$ cat config.mk
export PLATFORM = sky130hd
export DESIGN_NAME = arch_state_flat
export DESIGN_NICKNAME = d
export VERILOG_FILES = /design/src/rtl/arch_state_if.sv /design/src/rtl/arch_state.sv /design/src/flat_wrapper.sv
export SDC_FILE = /design/constraint.sdc
export NUM_CORES = 1
export LEC_CHECK = 0
export ABC_AREA = 1
export BUFFER_PORTS_ARGS = -buffer_cell sky130_fd_sc_hd__buf_2
export CORE_MARGIN = 8
export CORE_UTILIZATION = 25
export CTS_BUF_LIST = sky130_fd_sc_hd__clkbuf_16
export DETAILED_ROUTE_END_ITERATION = 6
export PLACE_DENSITY = 0.51
export SYNTH_ARGS = -nofsm -noshare
export SYNTH_HDL_FRONTEND = slang
export SYNTH_SLANG_ARGS = --single-unit
$ cat constraint.sdc
create_clock -name clk -period 1.7 [get_ports clk]
set_input_delay 0.34 -clock clk [delete_from_list [all_inputs] [get_ports clk]]
set_output_delay 0.34 -clock clk [all_outputs]
set_load 0.005 [all_outputs]
$ cat src/rtl/arch_state_if.sv
// Writeback/decode-facing bus of the PikaRISC architectural state block.
// master = pipeline side (writeback + decode), slave = arch_state.
interface arch_state_if;
    logic        reg_write_en;
    logic [3:0]  reg_num;
    logic [31:0] reg_val;
    logic        pc_write_en;
    logic [31:0] pc_in;
    logic        cpsr_write_en;
    logic [31:0] cpsr_in;
    logic        pc_advance;
    logic [3:0]  rs_num;
    logic [3:0]  rt_num;
    logic [31:0] rs_val;
    logic [31:0] rt_val;
    logic        rs_busy;
    logic        rt_busy;
    logic        sb_set_en;
    logic [3:0]  sb_set_num;
    logic        sb_cpsr_set;
    logic        cpsr_busy;
    logic        flush;
    logic [31:0] pc_out;
    logic [31:0] cpsr_out;
    logic [31:0] retire_cnt;

    modport master (
        output reg_write_en, reg_num, reg_val, pc_write_en, pc_in,
               cpsr_write_en, cpsr_in, pc_advance, rs_num, rt_num,
               sb_set_en, sb_set_num, sb_cpsr_set, flush,
        input  rs_val, rt_val, rs_busy, rt_busy, cpsr_busy,
               pc_out, cpsr_out, retire_cnt
    );

    modport slave (
        input  reg_write_en, reg_num, reg_val, pc_write_en, pc_in,
               cpsr_write_en, cpsr_in, pc_advance, rs_num, rt_num,
               sb_set_en, sb_set_num, sb_cpsr_set, flush,
        output rs_val, rt_val, rs_busy, rt_busy, cpsr_busy,
               pc_out, cpsr_out, retire_cnt
    );
endinterface

$ cat src/rtl/arch_state.sv
// PikaRISC architectural state: 16x32 GPR file with bypassed read ports,
// PC, CPSR, pending-write scoreboard and a retire counter.
module arch_state #(
    parameter logic [31:0] RESET_PC = 32'h0000_0000,
    parameter logic [31:0] PC_STEP  = 32'd4
) (
    input  logic       clk,
    input  logic       rst_n,
    arch_state_if.slave bus
);

    logic [31:0] gpr [16];
    logic [31:0] pc_q;
    logic [31:0] cpsr_q;
    logic [15:0] sb_q;
    logic [15:0] sb_d;
    logic        cpsr_pend_q;
    logic        cpsr_pend_d;
    logic [31:0] retire_q;
    logic        rs_hit;
    logic        rt_hit;
    logic        any_write;

    assign rs_hit    = bus.reg_write_en && (bus.reg_num == bus.rs_num);
    assign rt_hit    = bus.reg_write_en && (bus.reg_num == bus.rt_num);
    assign any_write = bus.reg_write_en || bus.pc_write_en || bus.cpsr_write_en;

    // Order matters: clear, then set (newer producer wins), then flush over all.
    always_comb begin
        sb_d = sb_q;
        if (bus.reg_write_en) sb_d[bus.reg_num] = 1'b0;
        if (bus.sb_set_en)    sb_d[bus.sb_set_num] = 1'b1;
        if (bus.flush)        sb_d = '0;

        cpsr_pend_d = cpsr_pend_q;
        if (bus.cpsr_write_en) cpsr_pend_d = 1'b0;
        if (bus.sb_cpsr_set)   cpsr_pend_d = 1'b1;
        if (bus.flush)         cpsr_pend_d = 1'b0;
    end

    always_ff @(posedge clk or negedge rst_n) begin
        if (!rst_n) begin
            for (int unsigned i = 0; i < 16; i++) gpr[i] <= '0;
        end else if (bus.reg_write_en) begin
            gpr[bus.reg_num] <= bus.reg_val;
        end
    end

    always_ff @(posedge clk or negedge rst_n) begin
        if (!rst_n) begin
            pc_q        <= RESET_PC;
            cpsr_q      <= '0;
            sb_q        <= '0;
            cpsr_pend_q <= 1'b0;
            retire_q    <= '0;
        end else begin
            if (bus.pc_write_en)     pc_q <= bus.pc_in;
            else if (bus.pc_advance) pc_q <= pc_q + PC_STEP;
            if (bus.cpsr_write_en)   cpsr_q <= bus.cpsr_in;
            sb_q        <= sb_d;
            cpsr_pend_q <= cpsr_pend_d;
            if (any_write)           retire_q <= retire_q + 32'd1;
        end
    end

    always_comb begin
        bus.rs_val     = rs_hit ? bus.reg_val : gpr[bus.rs_num];
        bus.rt_val     = rt_hit ? bus.reg_val : gpr[bus.rt_num];
        bus.rs_busy    = sb_q[bus.rs_num] && !rs_hit;
        bus.rt_busy    = sb_q[bus.rt_num] && !rt_hit;
        bus.cpsr_busy  = cpsr_pend_q && !bus.cpsr_write_en;
        bus.pc_out     = pc_q;
        bus.cpsr_out   = cpsr_q;
        bus.retire_cnt = retire_q;
    end

endmodule

$ cat src/flat_wrapper.sv
// flat-port wrapper written by rule: the top's interface ports become plain ports
module arch_state_flat 
#(
    parameter logic [31:0] RESET_PC = 32'h0000_0000,
    parameter logic [31:0] PC_STEP  = 32'd4
)
  (clk, rst_n, bus_reg_write_en, bus_reg_num, bus_reg_val, bus_pc_write_en, bus_pc_in, bus_cpsr_write_en, bus_cpsr_in, bus_pc_advance, bus_rs_num, bus_rt_num, bus_sb_set_en, bus_sb_set_num, bus_sb_cpsr_set, bus_flush, bus_rs_val, bus_rt_val, bus_rs_busy, bus_rt_busy, bus_cpsr_busy, bus_pc_out, bus_cpsr_out, bus_retire_cnt);
  arch_state_if bus_i ();
  input  logic clk;
  input  logic rst_n;
  input wire logic [$bits(bus_i.reg_write_en)-1:0] bus_reg_write_en;
  input wire logic [$bits(bus_i.reg_num)-1:0] bus_reg_num;
  input wire logic [$bits(bus_i.reg_val)-1:0] bus_reg_val;
  input wire logic [$bits(bus_i.pc_write_en)-1:0] bus_pc_write_en;
  input wire logic [$bits(bus_i.pc_in)-1:0] bus_pc_in;
  input wire logic [$bits(bus_i.cpsr_write_en)-1:0] bus_cpsr_write_en;
  input wire logic [$bits(bus_i.cpsr_in)-1:0] bus_cpsr_in;
  input wire logic [$bits(bus_i.pc_advance)-1:0] bus_pc_advance;
  input wire logic [$bits(bus_i.rs_num)-1:0] bus_rs_num;
  input wire logic [$bits(bus_i.rt_num)-1:0] bus_rt_num;
  input wire logic [$bits(bus_i.sb_set_en)-1:0] bus_sb_set_en;
  input wire logic [$bits(bus_i.sb_set_num)-1:0] bus_sb_set_num;
  input wire logic [$bits(bus_i.sb_cpsr_set)-1:0] bus_sb_cpsr_set;
  input wire logic [$bits(bus_i.flush)-1:0] bus_flush;
  output wire logic [$bits(bus_i.rs_val)-1:0] bus_rs_val;
  output wire logic [$bits(bus_i.rt_val)-1:0] bus_rt_val;
  output wire logic [$bits(bus_i.rs_busy)-1:0] bus_rs_busy;
  output wire logic [$bits(bus_i.rt_busy)-1:0] bus_rt_busy;
  output wire logic [$bits(bus_i.cpsr_busy)-1:0] bus_cpsr_busy;
  output wire logic [$bits(bus_i.pc_out)-1:0] bus_pc_out;
  output wire logic [$bits(bus_i.cpsr_out)-1:0] bus_cpsr_out;
  output wire logic [$bits(bus_i.retire_cnt)-1:0] bus_retire_cnt;
  assign bus_i.reg_write_en = bus_reg_write_en;
  assign bus_i.reg_num = bus_reg_num;
  assign bus_i.reg_val = bus_reg_val;
  assign bus_i.pc_write_en = bus_pc_write_en;
  assign bus_i.pc_in = bus_pc_in;
  assign bus_i.cpsr_write_en = bus_cpsr_write_en;
  assign bus_i.cpsr_in = bus_cpsr_in;
  assign bus_i.pc_advance = bus_pc_advance;
  assign bus_i.rs_num = bus_rs_num;
  assign bus_i.rt_num = bus_rt_num;
  assign bus_i.sb_set_en = bus_sb_set_en;
  assign bus_i.sb_set_num = bus_sb_set_num;
  assign bus_i.sb_cpsr_set = bus_sb_cpsr_set;
  assign bus_i.flush = bus_flush;
  assign bus_rs_val = bus_i.rs_val;
  assign bus_rt_val = bus_i.rt_val;
  assign bus_rs_busy = bus_i.rs_busy;
  assign bus_rt_busy = bus_i.rt_busy;
  assign bus_cpsr_busy = bus_i.cpsr_busy;
  assign bus_pc_out = bus_i.pc_out;
  assign bus_cpsr_out = bus_i.cpsr_out;
  assign bus_retire_cnt = bus_i.retire_cnt;
  arch_state #(.RESET_PC(RESET_PC), .PC_STEP(PC_STEP)) u_core (.clk(clk), .rst_n(rst_n), .bus(bus_i));
endmodule
# Word level (Yosys, flattened, before mapping)
# Cells that the tools add are included.
# totals
out_inout_bits	163
ff_bits	625
# classes
order_cmp	10
eq_ne	2
n_bitwise	6
reduce_logical	15
add_sub_neg	2
muxes	27
# op_table
cell	count
$bwmux W512	1
$mux W32	9
$bmux W32 S4	2
$demux W32 S4	1
$mux W16	3
$add A32 B1 Y32 const B	1
$add A32 B3 Y32 const B	1
$lt A4 B5 Y1 const B	4
$and A16 B16 Y16	1
$not A16 Y16	1
$or A16 B16 Y16	1
$ge A5 B5 Y1 const B	3
$not A4 Y5	3
$bmux W1 S4	2
$demux W1 S4	2
$eq A4 B4 Y1	2
$ge A4 B1 Y1 const B	2
$logic_and A1 B1 Y1	8
$mux W1	7
$lt A5 B1 Y1 const B	1
$logic_not A1 Y1	3
$reduce_bool A3 Y1	1
$logic_or A1 B1 Y1	2
$reduce_bool A2 Y1	1

# Logic depth before layout (Yosys ltp)
# Gate-level depths: netlist (run 1).
# depth
ltp_word	10
mapped_depth	12
depth_no_buf	10

# Worst setup path before layout (run 1)
# No wires, ideal clock.
# synth_path
kind	input -> output
startpoint	in bus_rt_num[0]
endpoint	out bus_rt_val[10]
slack_ps	61
required_time_ps	1360
n_path_buf	3
arrival_time_ps	1299
cell_stages	12
path_cell_list	buf_4 inv_4 buf_4 buf_2 nand2_1 nand3_1 nand3_1 nand2_1 nand2_1 nand2_1 nand2_1 nand2_1
# synth_between
elab_chain_cells	5
elab_cells_between_ends	7
classes_between	eq/ne (1); mux (4); bitwise (1); reduce/logical (1)
# synth_rtl
item	line	text
start, declared	flat_wrapper.sv:20	input wire logic [$bits(bus_i.rt_num)-1:0] bus_rt_num;
$not A4 Y5 (not written as such)	arch_state.sv:68	bus.rt_val = rt_hit ? bus.reg_val : gpr[bus.rt_num];
$bmux W32 S4	arch_state.sv:68	
$mux W32 (not written as such) (2 in a row)	arch_state.sv:68	
$mux W32 (*)	arch_state.sv:68	
end, declared	flat_wrapper.sv:26	output wire logic [$bits(bus_i.rt_val)-1:0] bus_rt_val;
# Mark *: on every way between the ends. The rest lies on a longest branch, timed or not. The select of a mux whose other input is x is not followed.

# Worst setup path after layout (run 1)
# layout_path
startpoint	reg u_core.sb_q[5]
endpoint	out bus_rt_busy
# layout_between
elab_chain_cells	3
# layout_rtl
item	line	text
start, declared	arch_state.sv:15	logic [15:0] sb_q;
start signal, assigned	arch_state.sv:53	sb_q <= '0;
start signal, assigned	arch_state.sv:60	sb_q <= sb_d;
$bmux W1 S4	arch_state.sv:70	bus.rt_busy = sb_q[bus.rt_num] && !rt_hit;
$mux W1 (not written as such)	arch_state.sv:70	
$logic_and A1 B1 Y1	arch_state.sv:70	
end, declared	flat_wrapper.sv:28	output wire logic [$bits(bus_i.rt_busy)-1:0] bus_rt_busy;
# No other way between the ends. The select of a mux whose other input is x is not followed.

==> flow_metrics.env, run 1 <==
export IMPL_switching_share_pct=32.93
export IMPL_placed_area_um2=41870
export IMPL_root_buffer="clkbuf_16"
export IMPL_hold_viol=0
export IMPL_p_comb_share_pct=24.0
export IMPL_fp_dieH_um=394.9
export IMPL_critPathArrivalTime_ns=1.84
export IMPL_crit_type="flip-flop to primary output"
export IMPL_leakage_nw=22.54
export IMPL_seq_area_frac_synth_pct=43.58
export IMPL_vias=36570
export IMPL_irDropWorstVdd_mv=0.7453
export IMPL_fin_nets=5731
export IMPL_synthTopCellsByArea="dfrtp_1 44%, nand2_1 24%, nand3_1 12%, o21ai_0 4.1%, buf_2 2.7%"
export IMPL_worst_hold_path_type="input port to flip-flop"
export IMPL_hp_start="bus_flush"
export IMPL_slowest_stage="dfrtp_1"
export IMPL_maxSlewViolCount=0
export IMPL_reg2reg_to="u_core.bus.pc_out[10]"
export IMPL_fillCellCount=15220
export IMPL_grt_use_total_pct=17.89
export IMPL_synth_edf_count=0
export IMPL_top_layer="met5"
export IMPL_grt_pass1_wl_mm=221.6
export IMPL_fin_ws_ns=-0.4767
export IMPL_min_to="u_core.cpsr_pend_q"
export IMPL_cts_sinks=625
export IMPL_synth_top_cell_area_share_pct=43.58
export IMPL_layout_commonest_cell="nand2_1"
export IMPL_wl_per_cell_um=19.14
export IMPL_cts_inserted_buffers=81
export IMPL_hold_slack_ns=0.08552
export IMPL_r2r_setup_slack_ns=0.10
export IMPL_start_util_pct=25.07
export IMPL_reg2reg_from="u_core.bus.pc_out[3]"
export IMPL_pwr_density_cell_nw_per_um2=1026
export IMPL_core_um2=143100
export IMPL_finClkSkew_ns=0.01108
export IMPL_total_power_mw=48.45
export IMPL_globalplace_congestion=0.8544
export IMPL_htreeDepth=3
export IMPL_cp_end_kind="primary output"
export IMPL_timing_slew_headroom_pct=62.15
export IMPL_wirelength_mm=145.1
export IMPL_wl_met2_mm=64.83
export IMPL_drive_gt1_share_pct=23.14
export IMPL_yosysTopAreaCell="dfrtp_1"
export IMPL_critPathMaxFanout=2
export IMPL_hold_depth=2
export IMPL_vias_per_cell=4.825
export IMPL_period_minus_slack_ns=2.177
export IMPL_io_pins=284
export IMPL_grt_max_degree=94
export IMPL_status="finished, violations left"
export IMPL_die_w_um=394.9
export IMPL_wl_met3_mm=10.85
export IMPL_port_buffers=283
export IMPL_dr_pass1_iters=5
export IMPL_cpPeakStageDelay_ns=0.35
export IMPL_final_cell_mix="2,144 x nand2_1, 732 x nand3_1, 597 x dfrtp_1, 289 x o21ai_0, 284 x buf_4"
export IMPL_clock_power_share_pct=34.7
export IMPL_drtIter0Drc=3356
export IMPL_worst_path_most_repeated_cell="nand3_1"
export IMPL_p_seq_share_pct=41.3
export IMPL_cp_cell_sequence="inv_1 > nand2_1 > nand3_1 > nand3_1 > nand3_2 > a21oi_2 > buf_4 > buf_6"
export IMPL_cts_buffer_depth=3
export IMPL_setup_viol=66
export IMPL_grt_pass1_vias=35470
export IMPL_synth_ff_type="dfrtp_1"
export IMPL_p_int_mw=32.49
export IMPL_antenna_found_initial=11
export IMPL_syn_avg_cell_area_um2=6.981
export IMPL_start_kind="flip-flop"
export IMPL_synth_seq_cells=625
export IMPL_dp_hpwl_mm=94.59
export IMPL_synthToLayoutAreaGrowth_pct=31.56
export IMPL_violations="negative setup slack"
export IMPL_r2r_cells=8
export IMPL_synth_warnings=0
export IMPL_wl_met1_mm=64.08
export IMPL_cap_violations=0
export IMPL_required_ns=1.36
export IMPL_worst_pin_slew_ns=0.5671
export IMPL_async_flop_share_pct=100.0
export IMPL_final_area_um2=47210
export IMPL_route_detailed_drc=0
export IMPL_layout_cells_non_filler=7579
export IMPL_rows=139
export IMPL_clk_pin_slew_worst_paths_ns=0.06
export IMPL_syn_nets=5264
export IMPL_fmax_mhz=459.4
export IMPL_overflow=0
export IMPL_synth_area_um2=35890
export IMPL_clock_latency_ns=0.67
export IMPL_syn_inst=5141
export IMPL_cts_tree="yes"
export IMPL_p_sw_mw=15.95
export IMPL_rsz0062_at_grt="true"
export IMPL_final_period_utilization_pct=128.0
export IMPL_drtAntennaViolNets=0
export IMPL_placed_cells=7252
export IMPL_dieArea_um2=155900
export IMPL_ys_types=34
## synth_stat cells, types with 14 or more instances
master       n
nand3_1    860
nand2_1   2306
buf_4       33
clkbuf_1    97
inv_1      121
a21oi_1     58
o21ai_1    117
mux2_2      32
nor2_1     140
a22oi_1     18
buf_2      194
buf_6       24
o21ai_2     86
buf_1       41
o21ai_0    292
dfrtp_1    625
xor2_1      14
## cell families after synthesis
group	Yosys count	share of synthesized area (%)
xor gates and xnor gates	24	0.5857
muxes	32	1.004
adders and majority gates	2	0.06972
buffers and inverters	521	6.987
DFF	625	43.58
AOI/OAI and AO/OA	584	9.253
and+or+nand+nor	3353	38.52
## state kept, by name, indices dropped and copies added (netlist names)
register and flops:
u_core.bus.retire_cnt 32, u_core.sb_q 16, u_core.cpsr_pend_q 1, u_core.bus.pc_out 32
u_core.bus.cpsr_out 32, u_core.gpr 512
## final cells by class
| class | instances | area, µm² | area share (%) |
|---|---|---|---|
| inverter | 132 | 538.0 | 1.140 |
| sequential | 625 | 15680 | 33.20 |
| clock inverter | 64 | 483.0 | 1.023 |
| tap | 1903 | 2381 | 5.043 |
| timing repair buffer | 773 | 7032 | 14.89 |
| antenna | 5 | 12.51 | 0.02650 |
| clock buffer | 82 | 2052 | 4.346 |
| multi-input combinational | 3995 | 19040 | 40.33 |
## worst max path at each step
stage,start,endpoint,slack [ns],depth (start not counted)
global route,u_core.sb_q[5],bus_rt_busy,-0.59,8
finish,u_core.sb_q[5],bus_rt_busy,-0.48,8
global placement,bus_rs_num[0],bus_rs_val[30],-0.51,12
CTS,u_core.gpr[136],bus_rt_val[8],-0.53,9
floorplan,bus_rt_num[0],bus_rt_val[10],0.06,12
detailed placement,bus_rs_num[0],bus_rs_val[30],-0.50,12
## timing repair
item	CTS	global route
resized for setup	136	245
pin swaps	245	272
buffers inserted	32	69
hold endpoints to repair	457	0
hold buffers	77	0
setup endpoints to repair	96	100
## power groups by stage
stage / registers [mW] / clock network [mW] / logic, mW
6_report: 20.0 / 16.8 / 11.6
2_1_floorplan: 19.6 / 0 / 6.54
3_5_place_dp: 20.1 / 0 / 10.3
5_1_grt: 20.4 / 17.9 / 13.1
4_1_cts: 19.9 / 17.3 / 10.9
3_3_place_gp: 20.1 / 0 / 10.1
## worst max-delay path, delay by kind of cell, from the launching register on
kind            cells  cell delay [ns]
buf+inv             3             0.30
flops               1             0.35
compound gates      1             0.16
simple gates        4             0.36
## per-layer routing
| layer | vias to the layer above | track usage [%] |
|---|---|---|
| li1 | 17600 | - |
| met1 | 17320 | 24.26 |
| met2 | 1366 | 28.06 |
| met3 | 275 | 3.846 |
| met4 | 10 | 6.396 |
| met5 | - | 0 |
## stage by stage
stage	setup WS [ns]	utilization [%]	TNS, ns
6_report	-0.4767	32.99	-26.36
5_1_grt	-0.5927	32.98	-34.99
4_1_cts	-0.5341	31.99	-30.51
3_5_place_dp	-0.5022	29.25	-102.38
3_3_place_gp	-0.5108	29.25	-103.47
2_1_floorplan	0.06116	-	0
(Power assumes the default switching activity.)
==> run 2, diff against run 1 <==
- PLACE_DENSITY: 0.51 -> 0.52
- SKIP_CTS_REPAIR_TIMING: unset -> 1
- clock period: 1.7 -> 1.8 ns (I/O delays scaled with it)
==> flow_metrics.env, run 2 (synthesis gave the netlist of run 1 again) <==
export IMPL_timing_slew_headroom_pct=57.93
export IMPL_dr_pass1_iters=5
export IMPL_irDropWorstVdd_mv=0.8146
export IMPL_grt_pass1_wl_mm=218.0
export IMPL_rows=139
export IMPL_antenna_found_initial=8
export IMPL_critPathArrivalTime_ns=1.84
export IMPL_dieArea_um2=155900
export IMPL_grt_use_total_pct=17.59
export IMPL_violations="negative setup slack"
export IMPL_clock_latency_ns=0.66
export IMPL_start_util_pct=25.07
export IMPL_rsz0062_at_grt="true"
export IMPL_drtAntennaViolNets=0
export IMPL_placed_cells=7257
export IMPL_fillCellCount=15200
export IMPL_top_register="u_core.gpr"
export IMPL_htreeDepth=3
export IMPL_fin_ws_ns=-0.4031
export IMPL_wirelength_mm=144.0
export IMPL_drtIter0Drc=3340
export IMPL_grt_max_degree=73
export IMPL_final_area_um2=46610
export IMPL_grt_pass1_vias=35110
export IMPL_worst_pin_slew_ns=0.6304
export IMPL_layout_commonest_cell="nand2_1"
export IMPL_wl_per_cell_um=19.08
export IMPL_route_detailed_drc=0
export IMPL_slowest_stage="dfrtp_1"
export IMPL_start_kind="flip-flop"
export IMPL_crit_type="flip-flop to primary output"
export IMPL_cp_end_kind="primary output"
export IMPL_clk_pin_slew_worst_paths_ns=0.06
export IMPL_vias=36540
export IMPL_period_minus_slack_ns=2.203
export IMPL_globalplace_congestion=0.8600
export IMPL_fmax_mhz=453.9
export IMPL_root_buffer="clkbuf_16"
export IMPL_fp_dieH_um=394.9
export IMPL_cp_cell_sequence="inv_1 > nand2_1 > nand3_1 > nand3_1 > nand3_1 > nand2_1 > nand2_1 > nand2_2 > buf_6"
export IMPL_leakage_nw=22.37
export IMPL_cp_num_buf_inv=2
export IMPL_maxSlewViolCount=0
export IMPL_drive_gt1_share_pct=20.28
export IMPL_pwr_density_cell_nw_per_um2=950.5
export IMPL_final_period_utilization_pct=122.4
export IMPL_finClkSkew_ns=0.01634
export IMPL_cap_violations=0
export IMPL_required_ns=1.44
export IMPL_port_buffers=283
export IMPL_layout_cells_non_filler=7550
export IMPL_cts_buffer_depth=3
export IMPL_overflow=0
export IMPL_pre_cts_slack_ns=-0.4665
export IMPL_die_w_um=394.9
export IMPL_core_um2=143100
export IMPL_largest_reg_flops=512
export IMPL_cts_tree="yes"
export IMPL_fin_nets=5704
export IMPL_vias_per_cell=4.839
export IMPL_critPathMaxFanout=2
export IMPL_final_cell_mix="2,198 x nand2_1, 778 x nand3_1, 624 x dfrtp_1, 290 x o21ai_0, 262 x buf_2"
export IMPL_status="finished, violations left"
export IMPL_crit_family="simple AND/OR/NAND/NOR gates"
export IMPL_cts_sinks=625
export IMPL_cts_inserted_buffers=76
export IMPL_io_pins=284
export IMPL_worst_hold_path_type="input port to flip-flop"
export IMPL_synthToLayoutAreaGrowth_pct=29.88
export IMPL_hold_viol=0
export IMPL_setup_viol=66
export IMPL_placed_area_um2=42090
export IMPL_dp_hpwl_mm=94.66
export IMPL_cpPeakStageDelay_ns=0.38
## run 2: power breakdown
part           total, mW  switching, mW  internal, mW
sequential          18.9           2.22          16.7
clock               14.7           6.57          8.16
combinational       10.7           5.95          4.70
total               44.3           14.7          29.6
## run 2: worst paths after layout
| path | startpoint | endpoint | slack [ns] | cells past startpoint |
|---|---|---|---|---|
| setup / recovery | u_core.gpr[350] | bus_rt_val[30] | -0.40 | 9 |
| hold / removal | bus_sb_set_num[0] | u_core.sb_q[15] | 0.008 | 3 |
| setup reg to reg | u_core.bus.pc_out[2] | u_core.bus.pc_out[30] | 0.15 | 8 |
| hold reg to reg | u_core.bus.pc_out[0] | u_core.bus.pc_out[0] | 0.48 | 2 |
| max in group asynchronous | rst_n | u_core.gpr[201] | 0.87 | 4 |
| min in group asynchronous | rst_n | u_core.bus.retire_cnt[21] | 0.14 | 2 |
## run 2: cell type report
type	count	area [µm²]	share of cell area (%)
Antenna cell	5	12.51	0.02684
Multi-Input combinational cell	3995	18600	39.91
Timing Repair Buffer	751	7102	15.24
Clock buffer	76	1902	4.080
Clock inverter	63	429.2	0.9207
Sequential cell	625	15640	33.56
Tap cell	1903	2381	5.108
Inverter	132	540.5	1.160
## run 2: worst min-delay path: stages
cell	delay [ns]
buf_2	0.12
nand3_1	0.08
a21oi_1	0.06
## run 2: through the flow
stage / setup TNS, ns / hold slack (ns) / utilization (%) / total power [mW]
2_1_floorplan: 0 / 0.06441 / - / 24.67
3_3_place_gp: -81.60 / 0.2093 / 29.41 / 28.58
3_5_place_dp: -82.36 / 0.2136 / 29.41 / 28.76
4_1_cts: -28.24 / -0.5244 / 31.03 / 43.84
5_1_grt: -28.75 / 0.008599 / 32.56 / 47.09
6_report: -21.19 / 0.007592 / 32.57 / 44.30
## run 2: layer usage
layer	vias up	share of wire [%]	track usage (%)
met5	-	0	0
met4	0	3.7	6.841
met3	264	7.2	3.653
met2	1315	45	28.02
met1	17390	44	23.37
li1	17570	-	-
